## config.mk

```make
export PLATFORM = sky130hd
export DESIGN_NAME = store_buffer
export DESIGN_NICKNAME = d
export VERILOG_FILES = /design/src/rtl/store_buffer.sv
export SDC_FILE = /design/constraint.sdc
export NUM_CORES = 1
export LEC_CHECK = 0
export CORE_UTILIZATION = 50
export CTS_CLUSTER_DIAMETER = 100
export DETAILED_ROUTE_END_ITERATION = 6
export PLACE_DENSITY = 0.78
export SLEW_MARGIN = 20
export SYNTH_ARGS = -nofsm -noshare
export SYNTH_HDL_FRONTEND = slang
export SYNTH_SLANG_ARGS = --single-unit
```

## constraint.sdc

```tcl
create_clock -name clk -period 13.4 [get_ports clk]
set_input_delay 2.01 -clock clk [delete_from_list [all_inputs] [get_ports clk]]
set_output_delay 2.01 -clock clk [all_outputs]
set_load 0.02 [all_outputs]
```

## src/rtl/store_buffer.sv

```systemverilog
// -----------------------------------------------------------------------------
// store_buffer
//
// Holds executed stores between the second load/store stage and the data
// cache. Stores are allocated in program order, committed in order by the
// ROB and drained in order to the cache write port. The buffer also answers
// the load/store unit's same-cycle store-to-load forwarding lookup.
//
// Ports
//   clk, rst                 clock, synchronous active-high reset
//   store_valid/address/data/microop/ticket
//                            allocation of one store per cycle
//   commit_valid             ROB commits the oldest uncommitted store
//   flush_valid              discard all uncommitted entries
//   frw_address/microop      load lookup request (combinational)
//   frw_data/valid/stall     lookup result: hit data, hit, partial overlap
//   cache_wr_ready           cache accepts the presented write
//   cache_writeback_valid    a write is presented (head entry committed)
//   cache_wr_addr/data/microop
//                            fields of the head entry
//   sb_full, sb_empty        registered occupancy flags
//
// Handshake: a write transfers on a rising edge where cache_writeback_valid
// and cache_wr_ready are both high. While valid is high and ready is low the
// presented address/data/microop hold steady; valid never depends on ready.
// -----------------------------------------------------------------------------
module store_buffer #(
    parameter int DATA_WIDTH = 32,
    parameter int ADDR_BITS  = 32,
    parameter int MICROOP    = 5,
    parameter int ROB_TICKET = 3,
    parameter int DEPTH      = 4
) (
    input  logic                  clk,
    input  logic                  rst,
    input  logic                  store_valid,
    input  logic [ADDR_BITS-1:0]  store_address,
    input  logic [DATA_WIDTH-1:0] store_data,
    input  logic [MICROOP-1:0]    store_microop,
    input  logic [ROB_TICKET-1:0] store_ticket,
    input  logic                  commit_valid,
    input  logic                  flush_valid,
    input  logic [ADDR_BITS-1:0]  frw_address,
    input  logic [MICROOP-1:0]    frw_microop,
    output logic [DATA_WIDTH-1:0] frw_data,
    output logic                  frw_valid,
    output logic                  frw_stall,
    input  logic                  cache_wr_ready,
    output logic                  cache_writeback_valid,
    output logic [ADDR_BITS-1:0]  cache_wr_addr,
    output logic [DATA_WIDTH-1:0] cache_wr_data,
    output logic [MICROOP-1:0]    cache_wr_microop,
    output logic                  sb_full,
    output logic                  sb_empty
);

    localparam int IDX_W = $clog2(DEPTH);
    localparam int PTR_W = IDX_W + 1;

    localparam logic [MICROOP-1:0] OP_SW = MICROOP'(5'b00110);
    localparam logic [MICROOP-1:0] OP_SH = MICROOP'(5'b00111);
    localparam logic [MICROOP-1:0] OP_SB = MICROOP'(5'b01000);

    // Entry storage
    logic [DEPTH-1:0]      valid_q;
    logic [DEPTH-1:0]      committed_q;
    logic [ADDR_BITS-1:0]  addr_q   [DEPTH];
    logic [DATA_WIDTH-1:0] data_q   [DEPTH];
    logic [MICROOP-1:0]    uop_q    [DEPTH];
    logic [ROB_TICKET-1:0] ticket_q [DEPTH];

    // Pointers carry one extra wrap bit above the index
    logic [PTR_W-1:0] head_q, cmt_q, tail_q;
    logic [IDX_W-1:0] head_idx, cmt_idx, tail_idx;
    logic [PTR_W-1:0] occupancy;

    logic do_alloc, do_commit, do_drain;
    logic [PTR_W-1:0] cmt_next;

    assign head_idx  = head_q[IDX_W-1:0];
    assign cmt_idx   = cmt_q[IDX_W-1:0];
    assign tail_idx  = tail_q[IDX_W-1:0];
    assign occupancy = tail_q - head_q;

    assign sb_full  = (head_idx == tail_idx) && (head_q[IDX_W] != tail_q[IDX_W]);
    assign sb_empty = (head_q == tail_q);

    assign cache_writeback_valid = (head_q != cmt_q);
    assign cache_wr_addr         = addr_q[head_idx];
    assign cache_wr_data         = data_q[head_idx];
    assign cache_wr_microop      = uop_q[head_idx];

    // A flush discards any same-cycle allocation.
    assign do_alloc  = store_valid && !sb_full && !flush_valid;
    assign do_commit = commit_valid && (cmt_q != tail_q);
    assign do_drain  = cache_writeback_valid && cache_wr_ready;
    assign cmt_next  = do_commit ? cmt_q + PTR_W'(1) : cmt_q;

    // -------------------------------------------------------------------------
    // State update
    // -------------------------------------------------------------------------
    always_ff @(posedge clk) begin
        if (rst) begin
            head_q      <= '0;
            cmt_q       <= '0;
            tail_q      <= '0;
            valid_q     <= '0;
            committed_q <= '0;
            for (int i = 0; i < DEPTH; i++) begin
                addr_q[i]   <= '0;
                data_q[i]   <= '0;
                uop_q[i]    <= '0;
                ticket_q[i] <= '0;
            end
        end else begin
            if (do_drain) begin
                head_q <= head_q + PTR_W'(1);
            end
            cmt_q <= cmt_next;
            // The same-cycle commit lands first, so the flushed tail sits
            // just past the entry that commit just claimed.
            if (flush_valid) begin
                tail_q <= cmt_next;
            end else if (do_alloc) begin
                tail_q <= tail_q + PTR_W'(1);
            end

            // Drained head entry is cleared so an empty buffer presents zeros.
            if (do_drain) begin
                valid_q[head_idx]     <= 1'b0;
                committed_q[head_idx] <= 1'b0;
                addr_q[head_idx]      <= '0;
                data_q[head_idx]      <= '0;
                uop_q[head_idx]       <= '0;
            end

            if (do_commit) begin
                committed_q[cmt_idx] <= 1'b1;
            end

            if (flush_valid) begin
                for (int i = 0; i < DEPTH; i++) begin
                    if (!committed_q[i] && !(do_commit && (cmt_idx == IDX_W'(i)))) begin
                        valid_q[i] <= 1'b0;
                    end
                end
            end

            if (do_alloc) begin
                valid_q[tail_idx]     <= 1'b1;
                committed_q[tail_idx] <= 1'b0;
                addr_q[tail_idx]      <= store_address;
                data_q[tail_idx]      <= store_data;
                uop_q[tail_idx]       <= store_microop;
                ticket_q[tail_idx]    <= store_ticket;
            end
        end
    end

    // -------------------------------------------------------------------------
    // Forwarding lookup
    // -------------------------------------------------------------------------
    logic                  sel_found;
    logic [ADDR_BITS-1:0]  sel_addr;
    logic [DATA_WIDTH-1:0] sel_data;
    logic [MICROOP-1:0]    sel_uop;
    logic [PTR_W-1:0]      scan_ptr;
    logic [IDX_W-1:0]      scan_idx;
    logic                  frw_is_store;
    logic                  sel_hit;

    always_comb begin
        sel_found = 1'b0;
        sel_addr  = '0;
        sel_data  = '0;
        sel_uop   = '0;
        scan_ptr  = '0;
        scan_idx  = '0;
        // Scan oldest to youngest so the youngest overlapping entry is the
        // last one written; i counts back from tail-1.
        for (int i = DEPTH - 1; i >= 0; i--) begin
            scan_ptr = tail_q - PTR_W'(i + 1);
            scan_idx = scan_ptr[IDX_W-1:0];
            if ((PTR_W'(i) < occupancy) && valid_q[scan_idx] &&
                (addr_q[scan_idx][ADDR_BITS-1:2] == frw_address[ADDR_BITS-1:2])) begin
                sel_found = 1'b1;
                sel_addr  = addr_q[scan_idx];
                sel_data  = data_q[scan_idx];
                sel_uop   = uop_q[scan_idx];
            end
        end
        // Incoming store is younger than anything in the array.
        if (store_valid &&
            (store_address[ADDR_BITS-1:2] == frw_address[ADDR_BITS-1:2])) begin
            sel_found = 1'b1;
            sel_addr  = store_address;
            sel_data  = store_data;
            sel_uop   = store_microop;
        end
    end

    assign frw_is_store = (frw_microop == OP_SW) || (frw_microop == OP_SH) ||
                          (frw_microop == OP_SB);
    assign sel_hit      = sel_found && (sel_uop == OP_SW) && (sel_addr == frw_address);

    assign frw_valid = !rst && !frw_is_store && sel_hit;
    assign frw_stall = !rst && !frw_is_store && sel_found && !sel_hit;
    assign frw_data  = frw_valid ? sel_data : '0;

    // -------------------------------------------------------------------------
    // Protocol checks
    // -------------------------------------------------------------------------
    always @(posedge clk) begin
        if (!rst) begin
            assert (!(store_valid && sb_full))
                else $error("store_buffer: store allocated while full, dropped");
            assert (!(commit_valid && (cmt_q == tail_q)))
                else $error("store_buffer: commit with no uncommitted entry, ignored");
            if (do_commit) begin
                assert (valid_q[cmt_idx] && !$isunknown(ticket_q[cmt_idx]))
                    else $error("store_buffer: committed entry invalid or ticket unknown");
            end
        end
    end

endmodule

```

Yosys cells after proc, flatten, opt, wreduce, memory -nomap -nowiden
Memory sizes are Yosys's and may differ from the RTL's. A register that Yosys moved wholly into a read port is not among the register bits.
Cells that the tools add are included.
{ "word_totals": {"ff_bits": 17, "ram_bits": 276, "in_bits": 115, "output_inout_bits": 106, "word_cells": 192, "memories": 3} }
{ "mem_list": {"columns": ["memory", "depth", "width", "rd", "rd_clocked_by_memory_dff", "write_ports", "line_no", "source"], "rows": [
  ["addr_q", 4, 32, 5, 1, 4, "67", "logic [ADDR_BITS-1:0] addr_q [DEPTH];"],
  ["data_q", 4, 32, 5, 1, 4, "68", "logic [DATA_WIDTH-1:0] data_q [DEPTH];"],
  ["uop_q", 4, 5, 5, 1, 4, "69", "logic [MICROOP-1:0] uop_q [DEPTH];"]
]} }
{ "op_classes": {"n_addsub": 8, "magnitude_cmp": 14, "eq_ne": 18, "n_mux": 83, "n_bitwise": 7, "n_reduce_logical": 54} }
{ "ops": {"columns": ["op", "count"], "rows": [
  ["32-bit 2-to-1 mux", 15],
  ["30-bit == test", 5],
  ["32-bit OR reduction", 4],
  ["4-bit 2-to-1 mux", 9],
  ["5-bit 2-to-1 mux", 7],
  ["32-bit == test", 1],
  ["1-bit logical AND", 31],
  ["1-bit 2-to-1 mux", 30],
  ["2-bit 2-to-1 mux", 12],
  ["2-bit by 3-bit less-than comparator with 1-bit output, second input constant", 7],
  ["5-bit by 3-bit == test with 1-bit output, second input constant", 3],
  ["1-bit zero test", 13],
  ["4-bit AND", 3],
  ["5-bit OR reduction", 2],
  ["3-bit by 1-bit adder with 3-bit output, second input constant", 3],
  ["3-bit 2-to-1 mux", 3],
  ["1-bit binary-select mux with 2-bit select", 4],
  ["4-bit inverter", 2],
  ["4-bit bitwise OR", 2],
  ["1-bit demux with 2-bit select", 3],
  ["2-bit by 1-bit greater-or-equal comparator with 1-bit output, second input constant", 3],
  ["1-bit by 3-bit less-than comparator with 1-bit output, first input constant", 2],
  ["2-bit by 3-bit less-than comparator with 1-bit output, first input constant", 2],
  ["3-bit inequality test", 2],
  ["other kinds (12)", 16]
]} }

Depth between registers and ports, before layout
Gate-level depths: netlist of run 1.
{ "depth": {"ltp_word": 15, "mapped_depth": 21, "depth_no_buf": 14} }

Worst setup path before layout of run 1
Ideal clock, no wire load.
{ "synth_path": {"kind": "input -> register", "startpoint": "input cache_wr_ready", "endpoint": "memory addr_q[1][0], enable pin", "setup_ps": 733, "arrival_ps": 10056, "required_time_ps": 12667, "path_slack_ps": 2611, "path_stages": 2, "n_path_buf": 0, "cell_sequence": "nand2_1 o311ai_0"} }
{ "synth_rtl": {"columns": ["item", "line_no", "source"], "rows": [
  ["start, declared", "48", "input logic cache_wr_ready,"],
  ["end, declared", "67", null]
]} }

Final worst setup path of run 1
{ "layout_path": {"startpoint": "register tail_q[0]", "endpoint": "output frw_data[0]"} }
{ "layout_between": {"elab_chain_len": 15, "word_cells_on_any_way": 58, "cone_classes": "5 x add/sub; 4 x order compare; 6 x eq/ne; 29 x mux; 11 x reduce/logical; 3 x memory"} }
{ "layout_rtl": {"columns": ["item", "line_no", "source"], "rows": [
  ["start, declared", "73", "logic [PTR_W-1:0] head_q, cmt_q, tail_q;"],
  ["start signal, assigned", "123", "tail_q <= cmt_next;"],
  ["start signal, assigned", "125", "tail_q <= tail_q + PTR_W'(1);"],
  ["branches (longest 14 deep; another with memory read 4 x 32 bit)", null, null],
  ["32-bit 2-to-1 mux (*)", "208", "assign frw_data = frw_valid ? sel_data : '0;"],
  ["end, declared", "45", "output logic [DATA_WIDTH-1:0] frw_data,"]
]} }
Mark *: on every way between the ends. The select of a mux whose other input is x is not followed.

==> impl_metrics.py, run 1 <==
metrics = {
    "power_and_ir_drop": {
        "swShare_pct": 39.4,
        "peakVddDrop_mv": 0.220,
        "combinationalPowerShare_pct": 50.6,
        "p_total_w": 0.00449,
        "power_density_mw_per_mm2": 166,
        "p_int_w": 0.00272,
        "power.clock.fraction_pct": 19.6,
        "total_switching_power_w": 0.00177,
        "power_leakage_nw": 9.31,
        "share_seq_of_total_power_pct": 29.8,
    },
    "sta": {
        "relSlewSlack_pct": 23.4,
        "tightestPinTransition_ps": 1150,
        "grt_setup_unrepaired": "no",
        "clock-skew-final_ps": 11.5,
        "min_period_over_period_pct": 76.8,
        "min_period_ps": 10290,
        "final_max_slew_viol_count": 0,
        "final_number_of_setup_violating_endpoints": 0,
        "max_freq_ghz": 0.0972,
        "timing.final.hold_violations": 0,
        "finalSetupTns_ps": 0,
    },
    "synth": {
        "ys_types": 78,
        "synth_async_sr_flop_share_pct": 0,
        "dominantRegCellSynth": "sky130_fd_sc_hd__edfxtp_1",
        "synth_edf_count": 276,
        "avgSynthCellArea_um2": 12.7,
        "ys.warnings.count": 0,
        "synth-seq-cells": 297,
        "syn_area_mm2": 0.0236,
        "synth_fp_nets": 1989,
        "postSynthCellCount": 1859,
        "synth-seq-area-share_pct": 36.9,
    },
    "die": {
        "die_width_um": 219,
        "die_h_um": 219,
        "floorplan.initialDensity_pct": 50.6,
        "design.die.area_mm2": 0.0480,
        "boundaryPins": 221,
        "row_count": 79,
        "coreArea_mm2": 0.0466,
    },
    "clock_tree": {
        "number_of_buffers_created_by_cts": 31,
        "cts.root.buffer_cell": "sky130_fd_sc_hd__clkbuf_16",
        "cts-resized-gates": 0,
        "tritoncts": "built",
        "cts_sinks": 297,
        "cts_max_path_buffers": 3,
        "worst_skew_pair.late_latency_ps": 610,
        "htree_num_levels": 1,
        "worst_setup_hold_path_clk_slew_ps": 70,
        "cts.repair_timing.setup_buffer_count": 0,
        "total_of_hold_buffers_inserted_after_clock_tree_synthesis": 0,
    },
    "drt": {
        "drc": 2,
        "post_drt_via_cell_ratio": 7.07,
        "routed_wirelength_mm": 73.9,
        "wl_per_cell_um": 28.7,
        "drt_first_pass_iters": 7,
        "antenna_violating_nets_post_route": 0,
        "dr_total_vias": 18185,
        "drtIter0Drc": 2298,
    },
    "worst_setup_path": {
        "worst-setup-path-type": "register to output port",
        "worst_setup_path_start_kind": "register",
        "cp_data_required_time_ps": 11390,
        "endpoint_kind": "output port",
        "arrival_ps": 8280,
        "path_max_fanout": 52,
    },
    "place": {
        "place_congestion": 0.985,
        "port_buffers": 217,
        "dpl.hpwl_mm": 46.5,
    },
    "global_routing": {
        "globalRoute.totalOverflow": 0,
        "grt.total_usage_pct": 30.7,
        "grt_first_pass_wirelength_mm": 110,
        "antenna_found_initial": 7,
        "grt_start_max_net_pins": 142,
        "vias_in_the_first_global_route": 17535,
    },
    "layout": {
        "layout-area-overhead-vs-synth_pct": 14.4,
        "fill_cells": 3617,
        "nets": 2066,
        "share_of_cells_above_drive_strength_1_pct": 23.4,
    },
    "min_path": {
        "holdCritPathClass": "register to register",
    },
    "run_status": {
        "run_status": "complete, but fails checks",
        "failed_checks": "DRC",
    },
    "flow_run": {
        "cap_violations": 0,
    },
}
-- registers in the layout, summed over array words and instances (netlist names), named ones only --
| name | count |
|---|---|
| data_q | 128 |
| tail_q | 3 |
| cmt_q | 3 |
| uop_q | 20 |
| addr_q | 128 |
| head_q | 3 |
| committed_q | 4 |
| valid_q | 4 |
-- placed cells by master, fill, tap and decap left out, types with 4 or more instances in the layout --
master and count:
sky130_fd_sc_hd__dfxtp_1 15, sky130_fd_sc_hd__a21oi_1 50, sky130_fd_sc_hd__a211oi_1 4, sky130_fd_sc_hd__nand3_1 43, sky130_fd_sc_hd__o221ai_1 35, sky130_fd_sc_hd__dfxtp_4 6
sky130_fd_sc_hd__xnor2_1 100, sky130_fd_sc_hd__clkinv_4 4, sky130_fd_sc_hd__inv_1 16, sky130_fd_sc_hd__nor4_1 8, sky130_fd_sc_hd__inv_6 5, sky130_fd_sc_hd__edfxtp_1 276
sky130_fd_sc_hd__nor3_1 8, sky130_fd_sc_hd__and3_1 210, sky130_fd_sc_hd__clkbuf_16 31, sky130_fd_sc_hd__nand4_1 32, sky130_fd_sc_hd__mux2i_1 54, sky130_fd_sc_hd__nand2_1 179
sky130_fd_sc_hd__o21ai_0 10, sky130_fd_sc_hd__ha_1 11, sky130_fd_sc_hd__nor2_1 28, sky130_fd_sc_hd__nor2b_1 4, sky130_fd_sc_hd__mux4_2 301, sky130_fd_sc_hd__nand3b_1 6
sky130_fd_sc_hd__a21boi_0 5, sky130_fd_sc_hd__or4_1 4, sky130_fd_sc_hd__nand2b_1 4, sky130_fd_sc_hd__mux2_2 9, sky130_fd_sc_hd__clkdlybuf4s50_1 217, sky130_fd_sc_hd__a21boi_2 29
sky130_fd_sc_hd__and2_1 73, sky130_fd_sc_hd__buf_4 27, sky130_fd_sc_hd__xor2_1 61, sky130_fd_sc_hd__diode_2 6, sky130_fd_sc_hd__clkinvlp_4 9
-- power groups by stage --
stage	Sequential (W)	Combinational [W]	Clock, W
2_1_floorplan	0.00126	0.00165	0
3_3_place_gp	0.00133	0.00222	0
3_5_place_dp	0.00135	0.00224	0
4_1_cts	0.00133	0.00225	0.000885
5_1_grt	0.00135	0.00236	0.000915
6_report	0.00133	0.00227	0.000881
-- worst max-delay path, stage by stage (launching register included) --
cell and delay, ps:
sky130_fd_sc_hd__dfxtp_4 660, sky130_fd_sc_hd__inv_2 350, sky130_fd_sc_hd__ha_4 960, sky130_fd_sc_hd__buf_4 610, sky130_fd_sc_hd__mux4_2 600, sky130_fd_sc_hd__xnor2_1 310, sky130_fd_sc_hd__nand4_1 130, sky130_fd_sc_hd__a211oi_1 370
sky130_fd_sc_hd__nor4b_2 570, sky130_fd_sc_hd__nand2_2 700, sky130_fd_sc_hd__a41oi_1 400, sky130_fd_sc_hd__o221ai_1 240, sky130_fd_sc_hd__a2111oi_4 360, sky130_fd_sc_hd__buf_4 410, sky130_fd_sc_hd__a21boi_0 270, sky130_fd_sc_hd__clkdlybuf4s50_1 650
-- through the flow --
stage | worst slack (ps) | util [%] | cell area (um^2) | hold slack (ps) | instances
floorplan | 2610 | - | 23600 | 438 | 1859
global placement | 3970 | 55.7 | 25900 | 449 | 2510
detailed placement | 3860 | 55.7 | 25900 | 457 | 2510
CTS | 3180 | 57.9 | 27000 | 475 | 2567
global route | 2760 | 57.9 | 27000 | 502 | 2571
finish | 3110 | 58.0 | 27000 | 478 | 2573
-- worst paths after layout --
kind                                      from              to  slack, ps  cells after the start
worst min register to register  committed_q[2]  committed_q[2]        480                      2
worst max-delay path                 tail_q[0]     frw_data[0]       3110                     15
worst min-delay path            committed_q[2]  committed_q[2]        480                      2
worst max register to register       tail_q[0]   data_q[2][26]       9110                      9
-- Yosys cell counts, drive strengths merged (18+ instances only) --
master / count / area (um^2)
a21boi: 34 / 364
a21oi: 50 / 250
and2: 74 / 463
and3: 210 / 1310
buf: 64 / 392
clkbuf: 138 / 518
dfxtp: 21 / 420
edfxtp: 276 / 8290
inv: 18 / 67.6
mux2i: 54 / 541
mux4: 301 / 6780
nand2: 180 / 676
nand3: 43 / 215
nand4: 33 / 213
nor2: 30 / 113
o221ai: 35 / 307
xnor2: 100 / 876
xor2: 61 / 534
-- logic make-up after synthesis --
| logic type | share of synthesized area [%] |
|---|---|
| multiplexers | 31.5 |
| AO/OA/AOI/OAI | 6.34 |
| AND/OR/NAND/NOR | 14.2 |
| flip-flops | 36.9 |
| adder cells (fa/ha/maj) | 0.828 |
| buffers and inverters | 4.14 |
| XOR/XNOR | 6.08 |
-- routing by layer --
metal,part of all wire (%),wire length (um),vias up,track usage [%]
met5,0.060,44,-,0
met4,4.5,3300,6,14.1
met3,12,8780,211,6.21
met2,47,34700,1335,48.3
met1,37,27200,9099,41.0
li1,-,-,7534,-
-- layout make-up --
class | instances | area (um^2) | area share [%]
well taps | 607 | 759 | 2.81
diodes | 6 | 15.0 | 0.0556
clock buffers | 32 | 790 | 2.93
flip-flops and latches | 297 | 8730 | 32.4
multi-input cells | 1342 | 14000 | 51.8
clock inverters | 25 | 244 | 0.904
repair buffers | 246 | 2410 | 8.92
inverters | 18 | 67.6 | 0.250
(Power assumes the default switching activity.)
==> run 2, diff against run 1 <==
PLACE_DENSITY = 0.81   (was 0.78)
clock period = 9.1 ns   (was 13.4 ns; I/O delays follow)
==> run 2 against run 1 <==
The flow now finishes without violations. Clock power up 63%. Sequential share of layout area down 0.20 points. Flip-flop and latch count unchanged. Critical path depth unchanged. Total power up 51%. Highest routed layer unchanged.
==> impl_metrics.py, run 2 (synthesized netlist as in run 1, its figures left out) <==
metrics = {
    "run_status": {
        "run_status": "complete, no violations",
    },
    "drt": {
        "antenna_violating_nets_post_route": 0,
        "drtIter0Drc": 2640,
        "drc": 0,
        "wl_per_cell_um": 28.9,
        "routed_wirelength_mm": 74.7,
        "drt_first_pass_iters": 5,
        "post_drt_via_cell_ratio": 7.08,
        "dr_total_vias": 18271,
    },
    "layout": {
        "share_of_cells_above_drive_strength_1_pct": 23.6,
        "largest_registers": "addr_q x128, data_q x128, uop_q x20",
        "finish.utilization_pct": 58.3,
        "nets": 2075,
        "layout.cells.non_filler": 2582,
        "layout-area-overhead-vs-synth_pct": 15.1,
        "final_common_cell": "sky130_fd_sc_hd__mux4_2",
        "layout.cell_area.non_filler_mm2": 0.0271,
        "highest_count_cells_in_the_layout_ignoring_fill_and_taps": "sky130_fd_sc_hd__mux4_2, sky130_fd_sc_hd__edfxtp_1, sky130_fd_sc_hd__clkdlybuf4s50_1, sky130_fd_sc_hd__and3_1, sky130_fd_sc_hd__nand2_1",
    },
    "worst_setup_path": {
        "worst-setup-path-type": "register to output port",
        "arrival_ps": 6970,
        "rr_worst_depth": 10,
        "path_max_fanout": 33,
        "cp_data_required_time_ps": 7740,
        "reg2reg_to": "addr_q[3][16]",
        "setup.reg_to_reg.worst_slack_ps": 4410,
        "rr_startpoint": "tail_q[1]",
        "worst_setup_path_start_kind": "register",
        "endpoint_kind": "output port",
    },
    "clock_tree": {
        "total_of_hold_buffers_inserted_after_clock_tree_synthesis": 0,
        "number_of_buffers_created_by_cts": 31,
        "cts_max_path_buffers": 3,
        "worst_setup_hold_path_clk_slew_ps": 70,
        "htree_num_levels": 1,
        "cts_sinks": 297,
        "cts-resized-gates": 0,
        "tritoncts": "built",
        "cts.repair_timing.setup_buffer_count": 0,
        "cts.root.buffer_cell": "sky130_fd_sc_hd__clkbuf_16",
        "worst_skew_pair.late_latency_ps": 610,
    },
    "flow_run": {
        "cap_violations": 0,
    },
    "sta": {
        "grt_setup_unrepaired": "no",
        "final_max_slew_viol_count": 0,
        "max_freq_ghz": 0.120,
        "clock-skew-final_ps": 14.4,
        "tightestPinTransition_ps": 1120,
        "final.setup.worst_slack_ps": 764,
        "min_period_over_period_pct": 91.6,
        "timing.final.hold_violations": 0,
        "final_number_of_setup_violating_endpoints": 0,
        "relSlewSlack_pct": 25.1,
        "min_period_ps": 8340,
    },
    "global_routing": {
        "grt_start_max_net_pins": 118,
        "vias_in_the_first_global_route": 17413,
        "grt_first_pass_wirelength_mm": 110,
        "antenna_found_initial": 10,
        "grt.total_usage_pct": 30.8,
        "globalRoute.totalOverflow": 0,
    },
    "place": {
        "dpl.hpwl_mm": 47.9,
        "placedInstanceArea_mm2": 0.0260,
        "port_buffers": 217,
        "detailedPlace.worstSlack_ps": 1330,
        "place_congestion": 0.985,
        "dp_cells": 2519,
    },
    "power_and_ir_drop": {
        "power_leakage_nw": 9.42,
        "p_total_w": 0.00678,
        "power_density_mw_per_mm2": 250,
        "peakVddDrop_mv": 0.209,
    },
    "die": {
        "floorplan.initialDensity_pct": 50.6,
        "die_h_um": 219,
        "design.die.area_mm2": 0.0480,
        "coreArea_mm2": 0.0466,
        "boundaryPins": 221,
        "die_width_um": 219,
        "row_count": 79,
    },
    "min_path": {
        "timing.hold.worst_endpoint": "committed_q[0]",
        "holdCritPathClass": "register to register",
        "whs_path_depth": 2,
        "min_from": "committed_q[0]",
    },
}
==> run 2: changes by cell type in the layout (fill, tap and decap cells not counted), moves of 2 or more <==
cell	previous run	this run
sky130_fd_sc_hd__buf_4	27	38
sky130_fd_sc_hd__bufinv_16	2	8
sky130_fd_sc_hd__clkbuf_1	0	2
sky130_fd_sc_hd__clkinv_4	4	1
sky130_fd_sc_hd__clkinvlp_4	9	5
==> run 2: how the worst max path moves through the flow <==
stage	start	to	slack, ps	cells past startpoint
2_1_floorplan	cache_wr_ready	addr_q[2][0]	-1040	2
3_3_place_gp	frw_address[7]	frw_data[24]	1330	14
3_5_place_dp	frw_address[3]	frw_data[24]	1330	13
4_1_cts	tail_q[1]	frw_data[24]	910	15
5_1_grt	tail_q[1]	frw_data[0]	620	15
6_report	tail_q[1]	frw_data[4]	760	15
==> run 2: final cells by class <==
cell class              instances  area (um^2)
clock buffers                  33          783
flip-flops and latches        297         8730
diodes                          5         12.5
fillers                      3612        19400
repair buffers                255         2460
well taps                     607          759
multi-input cells            1342        14000
clock inverters                25          368
inverters                      18         67.6
==> run 2: through the flow <==
stage	hold slack, ps	setup TNS, ps
floorplan	438	-156630
global placement	447	0
global route	506	0
detailed placement	467	0
finish	472	0
CTS	477	0
==> run 2: routing by layer <==
metal,up-vias,share of wire (%),track usage [%]
li1,7569,-,-
met1,9131,36,40.8
met2,1348,48,50.5
met3,213,12,6.24
met4,10,4.0,10.9
met5,-,0.080,0
==> run 2: report_power, final <==
part / internal (W) / switching (W) / leakage (nW)
combinational: 0.00162 / 0.00175 / 5.82
clock: 0.000859 / 0.000582 / 0.547
sequential: 0.00169 / 0.000276 / 3.05
==> run 2: critical path, cell delays in order (launching register included) <==
cell and delay, ps:
sky130_fd_sc_hd__dfxtp_4 700, sky130_fd_sc_hd__inv_1 250, sky130_fd_sc_hd__ha_4 650, sky130_fd_sc_hd__buf_4 360, sky130_fd_sc_hd__mux4_2 550, sky130_fd_sc_hd__xnor2_1 280, sky130_fd_sc_hd__nand4_1 130, sky130_fd_sc_hd__a211oi_1 400
sky130_fd_sc_hd__nor4b_2 590, sky130_fd_sc_hd__a21oi_1 140, sky130_fd_sc_hd__o311a_1 350, sky130_fd_sc_hd__or3_4 360, sky130_fd_sc_hd__a2111oi_4 300, sky130_fd_sc_hd__buf_4 380, sky130_fd_sc_hd__a21boi_2 250, sky130_fd_sc_hd__clkdlybuf4s50_1 610
==> RTL change, RTL diff (config.mk and constraints of run 2) <==
Set the parameter `DATA_WIDTH` to 16 (it was 32).
--- a/src/rtl/store_buffer.sv
+++ b/src/rtl/store_buffer.sv
@@ -25,7 +25,7 @@
 // presented address/data/microop hold steady; valid never depends on ready.
 // -----------------------------------------------------------------------------
 module store_buffer #(
-    parameter int DATA_WIDTH = 32,
+    parameter int DATA_WIDTH = 16,
     parameter int ADDR_BITS  = 32,
     parameter int MICROOP    = 5,
     parameter int ROB_TICKET = 3,
Ports: changed (resized cache_wr_data, frw_data and store_data); port bits go from 221 to 173. The function was not compared with the original's and may differ.
==> RTL change against run 2 <==
- the flow now finishes with violations (DRC)
- wire length fell by 8.5%
- sequential power fell by 24%
- total power fell by 26%
- setup slack improved by 0.54 ns
- sequential share of layout area fell by 1.6 points
- combinational power fell by 25%
- count of clock-buffer cells in the layout fell by 2
- final area fell by 18%
- area after synthesis fell by 17%
- sequential cell count fell by 64
- critical path type unchanged
==> RTL change: results (changes against run 2) <==
[global_route]
grt_use_met1 = 0.4962  ; +0.08808
antenna_found_initial = 2  ; -8
grt_usage = 0.3439  ; +0.03569
gr-usage-met3 = 0.06048  ; -0.001886
grt_pass1_vias = 15110  ; -13%
grt_pass1_wl_um = 100500  ; -8.4%

[placement]
numPortBuffers = 169  ; -22%
pre_cts_slack_ns = 1.674  ; +0.3455 ns
place_area_sq_um = 21480  ; -17%
gp_congestion = 1.045  ; +6.0%

[final_layout]
multi_input_cells = 1199  ; -11%
drive_gt1_frac = 0.2008  ; -0.03471
clock_area_frac = 0.03398  ; -0.008424
inv_count = 24  ; +6
antenna_cells = 1  ; -4
nNonClkBuffers = 202  ; -21%
buf_share = 0.08945  ; -0.001073
top_regs = addr_q: 128 flops, data_q: 64 flops, uop_q: 20 flops
layout.nets = 1799  ; -13%
fin_cells = 2222  ; -14%

[power_and_ir_drop]
leakagePower_nw = 7.935  ; -16%
p_comb_mw = 2.54  ; -25%
power.share.clock = 0.194  ; -0.019

[critical_path]
r2r_cells = 9  ; -1
cpPeakStageDelay_ns = 0.66  ; -0.04 ns
slowest_stage = ha_4
reg2reg_to = addr_q[0][24]$_SDFFCE_PN0P_
cp.arrival_ns = 6.43  ; -0.54 ns

[logic_synthesis]
syn_nets = 1739  ; -13%
synth.area.top_cells = edfxtp_1, mux4_2, and3_1
ys_seq_area_frac = 0.3461  ; -0.02328

[clocking]
clk_latency_ns = 0.57  ; -0.04 ns

[timing]
hold_ws_ns = 0.4691  ; -0.002520 ns

[routing]
first_iter_violations = 2421  ; -8.3%
drc = 3  ; +3
drtPass1Iterations = 7  ; +2
routed_via_density = 7.233  ; +2.2%
drt-total-wl_um = 68380  ; -8.5%

[floorplan]
tapCellCount = 518  ; -15%

[status]
status = finished with violations
violations = DRC

## RTL change: how the worst max path moves through the flow
stage | from | to | slack, ns | cells past startpoint
finish | tail_q[1]$_SDFFE_PP0N_ | frw_data[15] | 1.31 | 15
global route | tail_q[1]$_SDFFE_PP0N_ | frw_data[0] | 1.09 | 15
CTS | tail_q[1]$_SDFFE_PP0N_ | frw_data[1] | 1.41 | 15
detailed placement | frw_address[26] | frw_data[1] | 1.67 | 12
global placement | frw_address[26] | frw_data[10] | 1.82 | 12
floorplan | cache_wr_ready | addr_q[2][0]$_SDFFCE_PN0P_ | 0.86 | 2
## RTL change: cells by family after synthesis
family          after synthesis  share of synthesized area
simple gates                519                     0.1550
mux                         316                     0.2985
flops                       233                     0.3461
buf+inv                     193                    0.04696
compound gates              191                    0.07146
xor+xnor                    158                    0.07203
fa+ha+maj                    15                   0.009954
